--- config.mk ---
export PLATFORM = sky130hd
export DESIGN_NAME = weight_mem_loader
export DESIGN_NICKNAME = d
export VERILOG_FILES = /design/src/rtl/weight_mem_loader_pkg.sv /design/src/rtl/weight_mem_loader.sv
export SDC_FILE = /design/constraint.sdc
export NUM_CORES = 1
export LEC_CHECK = 0
export ABC_AREA = 1
export CORE_MARGIN = 5
export CORE_UTILIZATION = 35
export CTS_CLUSTER_SIZE = 16
export DETAILED_ROUTE_END_ITERATION = 7
export HOLD_SLACK_MARGIN = 0.15
export MAX_ROUTING_LAYER = met4
export SYNTH_ARGS = -nofsm -noshare
export SYNTH_HDL_FRONTEND = slang
export SYNTH_SLANG_ARGS = --single-unit
--- constraint.sdc ---
create_clock -name clk -period 1.8 [get_ports clk]
set_clock_uncertainty 0.15 [all_clocks]
set_input_delay 0.27 -clock clk [delete_from_list [all_inputs] [get_ports clk]]
set_output_delay 0.27 -clock clk [all_outputs]
set_load 0.01 [all_outputs]
--- src/rtl/weight_mem_loader_pkg.sv ---
// Shared types and default sizing for the weight memory loader.
// Holds the controller state encoding and the default parameter values.
package weight_mem_pkg;

    localparam int DEPTH_DEFAULT  = 30;
    localparam int DATA_W_DEFAULT = 9;
    localparam int ADDR_W_DEFAULT = 5;

    typedef enum logic [2:0] {
        ST_IDLE     = 3'd0,
        ST_LOAD     = 3'd1,
        ST_RD_ISSUE = 3'd2,
        ST_RD_WAIT  = 3'd3,
        ST_RD_CAP   = 3'd4,
        ST_RD_OUT   = 3'd5
    } state_e;

endpackage

--- src/rtl/weight_mem_loader.sv ---
// Sole master of a single-port weight memory: loads a full weight set from an
// upstream stream, then streams it back out one outstanding read at a time.
module weight_mem_loader
    import weight_mem_pkg::*;
#(
    parameter int DEPTH  = DEPTH_DEFAULT,
    parameter int DATA_W = DATA_W_DEFAULT,
    parameter int ADDR_W = ADDR_W_DEFAULT
) (
    input  logic                     clk,
    input  logic                     rst_n,
    input  logic                     load_start,
    input  logic                     read_start,
    input  logic                     in_valid,
    output logic                     in_ready,
    input  logic signed [DATA_W-1:0] in_data,
    output logic                     out_valid,
    input  logic                     out_ready,
    output logic signed [DATA_W-1:0] out_data,
    output logic                     out_last,
    output logic        [ADDR_W-1:0] mem_addr,
    output logic                     mem_write,
    output logic                     mem_read,
    output logic signed [DATA_W-1:0] mem_wdata,
    input  logic signed [DATA_W-1:0] mem_rdata,
    output logic                     load_done,
    output logic                     read_done,
    output logic                     busy
);

    localparam logic [ADDR_W-1:0] LAST_ADDR = ADDR_W'(DEPTH - 1);

    state_e                    state_q, state_d;
    logic        [ADDR_W-1:0]  cnt_q, cnt_d;
    logic        [ADDR_W-1:0]  mem_addr_q, mem_addr_d;
    logic                      mem_write_q, mem_write_d;
    logic                      mem_read_q, mem_read_d;
    logic signed [DATA_W-1:0]  mem_wdata_q, mem_wdata_d;
    logic signed [DATA_W-1:0]  out_data_q, out_data_d;
    logic                      out_valid_q, out_valid_d;
    logic                      out_last_q, out_last_d;
    logic                      load_done_q, load_done_d;
    logic                      read_done_q, read_done_d;

    always_ff @(posedge clk or negedge rst_n) begin
        if (!rst_n) begin
            state_q     <= ST_IDLE;
            cnt_q       <= '0;
            mem_addr_q  <= '0;
            mem_write_q <= 1'b0;
            mem_read_q  <= 1'b0;
            mem_wdata_q <= '0;
            out_data_q  <= '0;
            out_valid_q <= 1'b0;
            out_last_q  <= 1'b0;
            load_done_q <= 1'b0;
            read_done_q <= 1'b0;
        end else begin
            state_q     <= state_d;
            cnt_q       <= cnt_d;
            mem_addr_q  <= mem_addr_d;
            mem_write_q <= mem_write_d;
            mem_read_q  <= mem_read_d;
            mem_wdata_q <= mem_wdata_d;
            out_data_q  <= out_data_d;
            out_valid_q <= out_valid_d;
            out_last_q  <= out_last_d;
            load_done_q <= load_done_d;
            read_done_q <= read_done_d;
        end
    end

    // Strobes and done pulses default low each cycle; address and data hold.
    always_comb begin
        state_d     = state_q;
        cnt_d       = cnt_q;
        mem_addr_d  = mem_addr_q;
        mem_write_d = 1'b0;
        mem_read_d  = 1'b0;
        mem_wdata_d = mem_wdata_q;
        out_data_d  = out_data_q;
        out_valid_d = out_valid_q;
        out_last_d  = out_last_q;
        load_done_d = 1'b0;
        read_done_d = 1'b0;

        case (state_q)
            ST_IDLE: begin
                if (load_start) begin
                    state_d = ST_LOAD;
                    cnt_d   = '0;
                end else if (read_start) begin
                    state_d = ST_RD_ISSUE;
                    cnt_d   = '0;
                end
            end
            ST_LOAD: begin
                if (in_valid) begin
                    mem_write_d = 1'b1;
                    mem_addr_d  = cnt_q;
                    mem_wdata_d = in_data;
                    if (cnt_q == LAST_ADDR) begin
                        state_d     = ST_IDLE;
                        load_done_d = 1'b1;
                        cnt_d       = '0;
                    end else begin
                        cnt_d = cnt_q + ADDR_W'(1);
                    end
                end
            end
            ST_RD_ISSUE: begin
                mem_read_d = 1'b1;
                mem_addr_d = cnt_q;
                state_d    = ST_RD_WAIT;
            end
            ST_RD_WAIT: begin
                state_d = ST_RD_CAP;
            end
            ST_RD_CAP: begin
                out_data_d  = mem_rdata;
                out_valid_d = 1'b1;
                out_last_d  = (cnt_q == LAST_ADDR);
                state_d     = ST_RD_OUT;
            end
            ST_RD_OUT: begin
                if (out_ready) begin
                    out_valid_d = 1'b0;
                    out_last_d  = 1'b0;
                    if (out_last_q) begin
                        read_done_d = 1'b1;
                        cnt_d       = '0;
                        state_d     = ST_IDLE;
                    end else begin
                        cnt_d   = cnt_q + ADDR_W'(1);
                        state_d = ST_RD_ISSUE;
                    end
                end
            end
            default: state_d = ST_IDLE;
        endcase
    end

    assign in_ready  = (state_q == ST_LOAD);
    assign busy      = (state_q != ST_IDLE);
    assign mem_addr  = mem_addr_q;
    assign mem_write = mem_write_q;
    assign mem_read  = mem_read_q;
    assign mem_wdata = mem_wdata_q;
    assign out_data  = out_data_q;
    assign out_valid = out_valid_q;
    assign out_last  = out_last_q;
    assign load_done = load_done_q;
    assign read_done = read_done_q;

endmodule

# Yosys cells after proc, flatten, opt, wreduce, memory -nomap -nowiden
# Cells that the tools add are included.
[op_classes]
n_addsub = 1
eq_ne = 10
n_mux = 28
n_reduce_logical = 10
[ops]
columns = ["op", "count"]
rows = [
  ["$mux W5", 7],
  ["$pmux W3 S6", 1],
  ["$mux W3", 5],
  ["$pmux W5 S3", 1],
  ["$mux W1", 10],
  ["$pmux W5 S2", 1],
  ["$reduce_and A4 Y1", 2],
  ["$eq A3 B2 Y1 const B", 2],
  ["$eq A3 B3 Y1 const B", 2],
  ["$reduce_and A2 Y1", 3],
  ["$reduce_bool A3 Y1", 2],
  ["$add A5 B1 Y5 const B", 1],
  ["$eq A5 B5 Y1 const B", 1],
  ["$ne A2 B2 Y1 const B", 2],
  ["$pmux W1 S2", 2],
  ["$reduce_bool A2 Y1", 2],
  ["$eq A3 B1 Y1 const B", 1],
  ["$logic_not A3 Y1", 1],
  ["$ne A3 B3 Y1 const B", 1],
  ["$mux W2", 1],
  ["$ne A2 B1 Y1 const B", 1],
]
[word_totals]
reg_bits = 37
output_inout_bits = 31
elab_cells = 60

# Logic depth before layout (Yosys ltp)
[depth]
word_depth = 4
mapped_depth = 7
mapped_depth_nobuf = 7

# Worst setup path before layout
# Ideal clock, no wire load.
[synth_path]
kind = "reg2reg"
startpoint = "register state_q[1]"
endpoint = "register out_data_q[6], in the netlist out_data[6]"
setup_time_ns = 0.128
arrival_time_ns = 1.151
t_required_ns = 1.522
slack_ns = 0.371
stages_incl_launch_ff = 5
synth_period_minus_slack_ns = 1.429
path_cell_list = "dfrtp_1 > nor2_2 > nand2_2 > buf_2 > mux2_1"
[synth_via]
elab_chain_cells = 1
[synth_rtl]
columns = ["element", "line", "source"]
rows = [
  ["start: declaration", "weight_mem_loader.sv:33", "state_e state_q, state_d;"],
  ["start signal: assignment", "weight_mem_loader.sv:59", "state_q <= state_d;"],
  ["$eq A3 B3 Y1", "weight_mem_loader.sv:87", "case (state_q)"],
  ["end signal: assignment", "weight_mem_loader.sv:65", "out_data_q <= out_data_d;"],
  ["end: declaration", "weight_mem_loader.sv:39", "logic signed [DATA_W-1:0] out_data_q, out_data_d;"],
]
# Every way passes these cells.
# A chain may end at the register's enable or synchronous reset.

# Worst setup path after layout
[layout_path]
startpoint = "register state_q[1]"
endpoint = "output in_ready"
[layout_via]
elab_chain_cells = 1
[layout_rtl]
columns = ["element", "line", "source"]
rows = [
  ["$eq A3 B1 Y1", "weight_mem_loader.sv:143", "assign in_ready = (state_q == ST_LOAD);"],
  ["end: declaration", "weight_mem_loader.sv:15", "output logic in_ready,"],
]
# Every way passes these cells.

==> run summary <==
Outcome: finished, final reports clean
Ys flop type: dfrtp_1
Fin nets: 260
Antenna violations before repair: 0
Synth async-reset ratio: 100.0%
Final setup vio count: 0
Worst Path Arrival: 1.27 ns
Die height: 77.54 um
Drt total wl: 3627 um
Crit path capture type: output pin
HP Class: reg2reg
Leak: 1.119 nW
# diodes: 0
CTS Buffer Depth: 2
Avg Cell Area, Syn: 9.447 um^2
MaxCap Viol Count: 0
Synth cell types: 20
Num CTS Buffers: 5
Synth top area cells: dfrtp_1 (58%), nand2_1 (14%), mux2_2 (5.6%), nand3_1 (4.4%), nor2_1 (2.8%)
Post-Route Utilization: 53.00%
Fmax: 590.7 MHz
Cells after Synth: 169
Boundary Pins: 55
VDD IR max: 0.6961 mV
Pin count of the biggest net entering global routing: 38
Top cells by count, synth: nand2_1 (58), dfrtp_1 (37), nand3_1 (14), nor2_1 (12), inv_1 (10)
Layout area overhead: 45.53%
Critical path type: reg2out
Clock Root Buffer: clkbuf_8
Core Footprint: 4384 um^2
CTS sink cnt: 37
Area share of the largest cell type after synthesis: 57.99%
Vias in the first global route: 1276
Initial core utilization: 36.42%
Total track usage: 12.61%
Worst Path Max Fanout: 5
Post-Syn Nets: 195
Final Critical Period: 1.693 ns
Wire per inst: 12.64 um
Via density: 4.648
Die width: 77.54 um
Rel. slew slack: 68.96%
RePlAce Congestion: 0.8167
Detailed Route Iter0 Violations: 68
Hold slack: 0.3283 ns
Row count: 24
Htree depth: 2
Final Max Slew Viols: 0
End point of the critical path: in_ready
Later-pin clock latency in the skew report: 0.28 ns
Hold Vio Cnt, Final: 0
EDFF count, synth: 0
# fillers: 420
FF+latch area: 929.6 um^2
WP data required: 1.38 ns
CTS tree: done
Die Area: 6012 um^2
Multi-input logic area: 620.6 um^2
Final Cycle Share: 94.06%
Crit path launch: state_q[1]$_DFFE_PN0P_
Pwr/cell area: 1528 nW/um^2
Worst slew pin tran: 0.4656 ns
Yosys top cell by area: dfrtp_1
R2R depth: 7
Detailed placement HPWL: 2609 um
Register area share after synthesis: 57.99%
RR Startpoint: cnt_q[1]$_DFFE_PN0P_
Post-synthesis register bit count: 37
Congestion Overflow GR: 0
Warnings from Yosys: 0
Clk slew on worst S/H paths: 0.07 ns
Post-DRT Antenna Nets: 0
Mapped Area: 1597 um^2
Startpoint Class: flip-flop
RSZ-0062 raised after global routing: no
Worst R2R Setup Slack: 0.18 ns
Vias: 1334
Final TNS setup: 0 ns
DRT Pass-1 Iters: 4
Final WS setup: 0.1070 ns
Most instantiated library cell after synthesis: nand2_1
RR Endpoint: state_q[0]$_DFFE_PN0P_
DRC: 0
First-pass GRT wire length: 5947 um
Non-Filler Instances: 287
Port-buffer cells: 54
Dpl ws: 0.1440 ns
Cell count after placement: 277
Layout cell share with drive strength beyond 1: 13.19%
==> worst min path at each step <==
stage | startpoint | endpoint | slack (ns) | cells past startpoint
2_1_floorplan | rst_n | cnt_q[0]$_DFFE_PN0P_ | -0.18 | 0
3_3_place_gp | rst_n | state_q[0]$_DFFE_PN0P_ | 0.20 | 2
3_5_place_dp | rst_n | state_q[0]$_DFFE_PN0P_ | 0.20 | 2
4_1_cts | mem_wdata[1]$_DFFE_PN0P_ | mem_wdata[1]$_DFFE_PN0P_ | 0.33 | 2
5_1_grt | mem_wdata[1]$_DFFE_PN0P_ | mem_wdata[1]$_DFFE_PN0P_ | 0.35 | 2
6_report | mem_wdata[1]$_DFFE_PN0P_ | mem_wdata[1]$_DFFE_PN0P_ | 0.33 | 2
==> power by group <==
group | internal [mW] | total (mW) | switching (mW)
registers | 1.15 | 1.34 | 0.191
logic | 0.859 | 1.65 | 0.788
clock network | 0.268 | 0.559 | 0.291
total | 2.28 | 3.55 | 1.27
==> metrics by stage <==
step,cell area [um^2],power (mW)
floorplan,1597,2.159
global placement,2217,3.016
detailed placement,2217,3.020
CTS,2323,3.600
global route,2323,3.810
finish,2323,3.550
==> worst max-delay path, cell delays in order (launching register included) <==
cell,delay [ns]
dfrtp_2,0.45
inv_1,0.08
nand2_1,0.10
nor2_4,0.10
dlygate4sd2_1,0.27
==> layer usage <==
layer	share of wire [%]	routed length, um	track usage (%)
met5	0	0	-
met4	1.3	46	4.639
met3	6.9	251	4.051
met2	47	1720	19.53
met1	44	1608	15.41
==> flip-flops by register name (all words and copies together) (netlist names) <==
signal	flops
mem_write	1
out_last	1
state_q	3
mem_read	1
cnt_q	5
out_data	9
load_done	1
mem_addr	5
mem_wdata	9
read_done	1
out_valid	1
==> kinds of logic (layout without fill, tap and decap cells) <==
logic type	after synthesis	after routing	synth area share [%]
buffers and inverters	14	80	3.448
AOI/OAI and AO/OA	10	10	3.292
adders and majority gates	2	2	1.567
muxes	9	9	6.348
and+or+nand+nor	94	94	25.71
xor gates and xnor gates	3	3	1.646
DFF	37	37	57.99
==> cell type report <==
| class | instances | share of cell area [%] |
|---|---|---|
| Clock inverter | 2 | 0.4308 |
| Timing Repair Buffer | 60 | 24.99 |
| Inverter | 12 | 1.939 |
| Tap cell | 52 | 2.800 |
| Clock buffer | 6 | 3.123 |
| Sequential cell | 37 | 40.01 |
| Multi-Input combinational cell | 118 | 26.71 |
==> placed cells by master, fill, tap and decap left out, drive strengths merged <==
cell type | netlist | final
a21oi | 5 | 5
buf | 2 | 6
clkbuf | 0 | 6
clkdlybuf4s50 | 0 | 51
clkinv | 1 | 3
dfrtp | 37 | 37
dlygate4sd2 | 0 | 2
dlygate4sd3 | 0 | 1
ha | 2 | 2
inv | 11 | 11
mux2 | 9 | 9
nand2 | 61 | 61
nand3 | 14 | 14
nand4 | 4 | 4
nor2 | 15 | 15
o211ai | 1 | 1
o21ai | 4 | 4
xor2 | 3 | 3
==> timing repair <==
item,in CTS,in global routing
setup buffers,1,0
hold buffers,1,0
hold endpoints to repair,37,0
endpoints found under the setup margin,2,0
resized for setup,6,0
Note: power is estimated with default switching activity, not from simulation.
